===== config.mk =====
export PLATFORM = sky130hd
export DESIGN_NAME = reg_transfer_controller_flat
export DESIGN_NICKNAME = d
export VERILOG_FILES = /design/src/rtl/reg_transfer_controller_if.sv /design/src/rtl/reg_transfer_controller.sv /design/src/flat_wrapper.sv
export SDC_FILE = /design/constraint.sdc
export NUM_CORES = 1
export LEC_CHECK = 0
export ABC_AREA = 1
export ABC_CLOCK_PERIOD_IN_PS = 1930
export CAP_MARGIN = 20
export CORE_AREA = 2 2 47 49
export CTS_CLUSTER_SIZE = 10
export DETAILED_ROUTE_END_ITERATION = 10
export DIE_AREA = 0 0 49 51
export GPL_TIMING_DRIVEN = 0
export PLACE_DENSITY = 0.74
export SYNTH_ARGS = -nofsm -noshare
export SYNTH_HDL_FRONTEND = slang
export SYNTH_SLANG_ARGS = --single-unit

===== constraint.sdc =====
create_clock -name clock -period 1.93 [get_ports clock]
set_clock_uncertainty 0.1 [all_clocks]
set_input_delay 0.193 -clock clock [delete_from_list [all_inputs] [get_ports clock]]
set_output_delay 0.193 -clock clock [all_outputs]
set_load 0.01 [all_outputs]

===== src/rtl/reg_transfer_controller_if.sv =====
// rtl/reg_transfer_controller_if.sv - command handshake and register-bank control bundle
interface reg_transfer_controller_if #(
   parameter int NUM_REGS  = 4,
   parameter int SEL_WIDTH = 2
);
   logic                 req_valid;
   logic                 req_ready;
   logic [1:0]           req_op;
   logic [SEL_WIDTH-1:0] req_src;
   logic [SEL_WIDTH-1:0] req_dst;
   logic [NUM_REGS-1:0]  reg_en;
   logic                 reg_read;
   logic                 reg_write;
   logic [1:0]           bus_mode;
   logic [SEL_WIDTH-1:0] bus_reg_sel;
   logic                 done;
   logic                 error;

   modport master (
      output req_valid, req_op, req_src, req_dst,
      input  req_ready, reg_en, reg_read, reg_write, bus_mode, bus_reg_sel, done, error
   );

   modport slave (
      input  req_valid, req_op, req_src, req_dst,
      output req_ready, reg_en, reg_read, reg_write, bus_mode, bus_reg_sel, done, error
   );
endinterface


===== src/rtl/reg_transfer_controller.sv =====
// rtl/reg_transfer_controller.sv - sequences MOVE/LOAD/CLEAR transfers over a shared register bus
module reg_transfer_controller #(
   parameter int NUM_REGS  = 4,
   parameter int SEL_WIDTH = 2
) (
   input logic                  clock,
   input logic                  reset,
   reg_transfer_controller_if.slave ctrl
);
   typedef enum logic [1:0] {IDLE, READ, WRITE, DONE} state_t;
   typedef enum logic [1:0] {OP_NOP, OP_MOVE, OP_LOAD, OP_CLEAR} op_t;

   localparam logic [NUM_REGS-1:0] EN_ONE = NUM_REGS'(1);

   state_t               state, state_nxt;
   logic [SEL_WIDTH-1:0] src_q, dst_q, src_nxt, dst_nxt;
   logic [NUM_REGS-1:0]  en_nxt;
   logic                 read_nxt, write_nxt, done_nxt, error_nxt;
   logic [1:0]           mode_nxt;
   logic [SEL_WIDTH-1:0] sel_nxt;
   op_t                  op;
   logic                 src_ok, dst_ok, cmd_ok;

   assign op     = op_t'(ctrl.req_op);
   assign src_ok = int'(ctrl.req_src) < NUM_REGS;
   assign dst_ok = int'(ctrl.req_dst) < NUM_REGS;
   assign ctrl.req_ready = reset && (state == IDLE);

   // Only the index fields an op actually uses are range-checked.
   always_comb begin
      case (op)
         OP_NOP:  cmd_ok = 1'b1;
         OP_MOVE: cmd_ok = src_ok && dst_ok;
         default: cmd_ok = dst_ok;
      endcase
   end

   always_comb begin
      state_nxt = state;
      src_nxt   = src_q;
      dst_nxt   = dst_q;
      en_nxt    = '0;
      read_nxt  = 1'b0;
      write_nxt = 1'b0;
      done_nxt  = 1'b0;
      error_nxt = 1'b0;
      mode_nxt  = ctrl.bus_mode;
      sel_nxt   = ctrl.bus_reg_sel;
      case (state)
         IDLE: begin
            if (ctrl.req_valid) begin
               src_nxt = ctrl.req_src;
               dst_nxt = ctrl.req_dst;
               if (!cmd_ok) begin
                  error_nxt = 1'b1;
               end else begin
                  case (op)
                     OP_MOVE: begin
                        if (ctrl.req_src == ctrl.req_dst) begin
                           state_nxt = DONE;
                           done_nxt  = 1'b1;
                        end else begin
                           state_nxt = READ;
                           en_nxt    = EN_ONE << ctrl.req_src;
                           read_nxt  = 1'b1;
                           mode_nxt  = 2'd2;
                           sel_nxt   = ctrl.req_src;
                        end
                     end
                     OP_LOAD, OP_CLEAR: begin
                        state_nxt = WRITE;
                        en_nxt    = EN_ONE << ctrl.req_dst;
                        write_nxt = 1'b1;
                        mode_nxt  = (op == OP_LOAD) ? 2'd1 : 2'd0;
                     end
                     default: begin
                        state_nxt = DONE;
                        done_nxt  = 1'b1;
                     end
                  endcase
               end
            end
         end
         // The bus keeps the source register selected so the write captures what READ drove.
         READ: begin
            state_nxt = WRITE;
            en_nxt    = EN_ONE << dst_q;
            write_nxt = 1'b1;
            mode_nxt  = 2'd2;
            sel_nxt   = src_q;
         end
         WRITE: begin
            state_nxt = DONE;
            done_nxt  = 1'b1;
         end
         default: state_nxt = IDLE;
      endcase
   end

   always_ff @(posedge clock) begin
      if (!reset) begin
         state            <= IDLE;
         src_q            <= '0;
         dst_q            <= '0;
         ctrl.reg_en      <= '0;
         ctrl.reg_read    <= 1'b0;
         ctrl.reg_write   <= 1'b0;
         ctrl.bus_mode    <= 2'd0;
         ctrl.bus_reg_sel <= '0;
         ctrl.done        <= 1'b0;
         ctrl.error       <= 1'b0;
      end else begin
         state            <= state_nxt;
         src_q            <= src_nxt;
         dst_q            <= dst_nxt;
         ctrl.reg_en      <= en_nxt;
         ctrl.reg_read    <= read_nxt;
         ctrl.reg_write   <= write_nxt;
         ctrl.bus_mode    <= mode_nxt;
         ctrl.bus_reg_sel <= sel_nxt;
         ctrl.done        <= done_nxt;
         ctrl.error       <= error_nxt;
      end
   end
endmodule


===== src/flat_wrapper.sv =====
// flat-port wrapper written by rule: the top's interface ports become plain ports
module reg_transfer_controller_flat 
#(
   parameter int NUM_REGS  = 4,
   parameter int SEL_WIDTH = 2
)
  (clock, reset, ctrl_req_valid, ctrl_req_op, ctrl_req_src, ctrl_req_dst, ctrl_req_ready, ctrl_reg_en, ctrl_reg_read, ctrl_reg_write, ctrl_bus_mode, ctrl_bus_reg_sel, ctrl_done, ctrl_error);
  reg_transfer_controller_if #(.NUM_REGS(NUM_REGS), .SEL_WIDTH(SEL_WIDTH)) ctrl_i ();
  input logic clock;
  input logic reset;
  input wire logic [$bits(ctrl_i.req_valid)-1:0] ctrl_req_valid;
  input wire logic [$bits(ctrl_i.req_op)-1:0] ctrl_req_op;
  input wire logic [$bits(ctrl_i.req_src)-1:0] ctrl_req_src;
  input wire logic [$bits(ctrl_i.req_dst)-1:0] ctrl_req_dst;
  output wire logic [$bits(ctrl_i.req_ready)-1:0] ctrl_req_ready;
  output wire logic [$bits(ctrl_i.reg_en)-1:0] ctrl_reg_en;
  output wire logic [$bits(ctrl_i.reg_read)-1:0] ctrl_reg_read;
  output wire logic [$bits(ctrl_i.reg_write)-1:0] ctrl_reg_write;
  output wire logic [$bits(ctrl_i.bus_mode)-1:0] ctrl_bus_mode;
  output wire logic [$bits(ctrl_i.bus_reg_sel)-1:0] ctrl_bus_reg_sel;
  output wire logic [$bits(ctrl_i.done)-1:0] ctrl_done;
  output wire logic [$bits(ctrl_i.error)-1:0] ctrl_error;
  assign ctrl_i.req_valid = ctrl_req_valid;
  assign ctrl_i.req_op = ctrl_req_op;
  assign ctrl_i.req_src = ctrl_req_src;
  assign ctrl_i.req_dst = ctrl_req_dst;
  assign ctrl_req_ready = ctrl_i.req_ready;
  assign ctrl_reg_en = ctrl_i.reg_en;
  assign ctrl_reg_read = ctrl_i.reg_read;
  assign ctrl_reg_write = ctrl_i.reg_write;
  assign ctrl_bus_mode = ctrl_i.bus_mode;
  assign ctrl_bus_reg_sel = ctrl_i.bus_reg_sel;
  assign ctrl_done = ctrl_i.done;
  assign ctrl_error = ctrl_i.error;
  reg_transfer_controller #(.NUM_REGS(NUM_REGS), .SEL_WIDTH(SEL_WIDTH)) u_core (.clock(clock), .reset(reset), .ctrl(ctrl_i));
endmodule

==> out/results.ini <==
[yosys]
synthXorXnorAreaFrac_pct=1.764
avgSynthCellArea_sq_um=7.558
synthesis.area_sq_um=922.1
synth_fa_ha_area_share_pct=5.427
ys_seq_area_share_pct=36.91
muxShareOfSynthArea_pct=0
ys_ff_latch=17
synth_top_cell_by_area=dfxtp_1
yosysTopAreaCellShare_pct=36.91
synth_cell_types=29
synth.area.top_cells=dfxtp_1, nand2_1, inv_1
synthSimpleGateAreaFrac_pct=27.95
synth_top_family_by_area=simple AND/OR/NAND/NOR gates
synth_compound_area_share_pct=16.82
syn-num-nets=135
synth-warning-count=0
synthCells=122

[global_routing]
met2_usage_pct=31.74
overflow=0
grt_use_total_pct=17.88
first_global_vias=840
antenna_found_initial=0
use_met1_pct=19.45
busiest_layer=met2
grt_max_degree=11
grt_pass1_wl_um=3436
grt_util_met3_pct=3.509

[clock_network]
cts_made_buffers=3
clk_latency_ns=0.30
cts-root-buf=clkbuf_4
clkSinkCount=17
clockBufferDepth=2
cts_tree=yes
htree_levels=1
clk_pin_slew_ns=0.10

[detailed_routing]
wirelength_um=2017
drc=0
detail_route.wl_per_cell_um=11.59
vias=930
first_iter_violations=46
via_per_inst=5.345
postRouteAntennaNets=0
drtPass1Iterations=4

[placement]
portBuffers=20
dp_hpwl_um=1576
gp_congestion=0.8662
dp_cells=170

[floorplan]
dieArea_sq_mm=0.002499
coreArea_sq_mm=0.002063
dieHeight_um=51
die_x_um=49
rows=17
ios=22
start_util_pct=44.69

[power]
power.density_mw_per_mm2=1249
vdd_drop_max_uv=767.5
total_leakage_power_nw=0.5128
total_power_mw=1.480

[layout]
layout.cells.non_filler=174
drive_above_1_share_pct=14.38
nets=160
area_growth_pct=28.49
fillers=206
layout_common_cells=clkdlybuf4s50_1, nand2_1, inv_1, dfxtp_1, a21oi_1
layout_commonest_cell=clkdlybuf4s50_1
diodes=0

[sta]
finalCritPeriodShare_pct=89.94
hold_viol_final=0
rsz0062_at_grt=no
setup_tns_ns=0
setup_viol=0
max_freq_ghz=0.5761
hold_slack_ns=0.3533
drv_slew=0
fin_crit_ns=1.736

[outcome]
status=finished, final reports clean

[setup_path]
startpoint_type=flip-flop
cp-startpoint=u_core.state[1]
path_class=reg -> out
worstSetupEndpointType=primary output
r2r_start=u_core.state[1]
critPathMaxFanout=10
worstPathRequired_ns=1.64
crit_arrival_ns=1.44

[job]
cap_violations=0

[min_path]
min_from=u_core.ctrl.bus_mode[1]
hp-class=reg -> reg

[worst paths after layout]
| path | end | slack (ns) | cells after the start |
|---|---|---|---|
| max | ctrl_req_ready | 0.19 | 6 |
| min | u_core.ctrl.bus_mode[1] | 0.35 | 2 |
| max reg2reg | u_core.ctrl.reg_en[0] | 0.30 | 8 |
| min reg2reg | u_core.ctrl.bus_mode[1] | 0.35 | 2 |
[kinds of logic (layout without fill, tap and decap cells)]
| kind of cell | after synthesis | after routing |
|---|---|---|
| AND/OR/NAND/NOR | 51 | 51 |
| buffers and inverters | 23 | 47 |
| flip-flops | 17 | 17 |
| XOR/XNOR | 1 | 1 |
| other | 1 | 1 |
| AO/OA/AOI/OAI | 25 | 25 |
| adder cells (fa/ha/maj) | 4 | 4 |
[metal layers]
layer | share of wire [%] | wire (um)
met5 | 0 | 0
met3 | 6.7 | 135
met2 | 49 | 982
met1 | 41 | 824
met4 | 3.7 | 74
[worst max-delay path, cell delays in order (launching register included)]
cell           delay, ns
dfxtp_2             0.38
inv_1               0.08
ha_1                0.19
buf_6               0.14
nand2_1             0.06
inv_1               0.04
dlygate4sd2_1       0.27
[synthesized netlist by cell type (all sizes together)]
cell type and count:
a21o 1, a21oi 13, a31oi 4, a32oi 1, a41oi 1, buf 3
clkbuf 1, conb 1, dfxtp 17, ha 4, inv 19, nand2 20
nand3 9, nand4 6, nor2 11, nor3 4, nor4 1, o21ai 5
xnor2 1
[cell type report]
type | instances | area (sq um) | area share (%)
plain buffers | 4 | 27.53 | 2.323
well taps | 28 | 35.03 | 2.957
inverters | 19 | 71.32 | 6.019
repair buffers | 20 | 198.9 | 16.79
flip-flops and latches | 17 | 342.8 | 28.93
clock buffers | 4 | 26.28 | 2.218
multi-input cells | 82 | 483.0 | 40.76
[flip-flops by register name, summed over array words and instances (netlist names)]
signal                   flops
u_core.src_q                 2
u_core.ctrl.done             1
u_core.dst_q                 2
u_core.ctrl.reg_write        1
u_core.ctrl.bus_mode         2
u_core.ctrl.reg_read         1
u_core.state                 2
u_core.ctrl.reg_en           4
u_core.ctrl.bus_reg_sel      2
[per-stage QoR]
| step | setup slack [ns] | utilization, % | area (sq um) |
|---|---|---|---|
| 2_1_floorplan | 0.4260 | - | 922.1 |
| 3_3_place_gp | 0.1568 | 56.09 | 1157 |
| 3_5_place_dp | 0.1355 | 56.09 | 1157 |
| 4_1_cts | 0.1832 | 57.43 | 1185 |
| 5_1_grt | 0.08137 | 57.43 | 1185 |
| 6_report | 0.1942 | 57.43 | 1185 |
[power breakdown]
part / switching, mW / leakage, nW / internal, mW / total [mW]
clock network: 0.116 / 0.0150 / 0.0805 / 0.197
registers: 0.0602 / 0.140 / 0.454 / 0.514
logic: 0.433 / 0.358 / 0.336 / 0.769
[timing repair]
action,4_1_cts,5_1_grt
gates resized for setup,3,0
hold buffers,0,0
buffers inserted,0,0
setup endpoints to repair,1,0
Note: power is estimated with default switching activity, not from simulation.
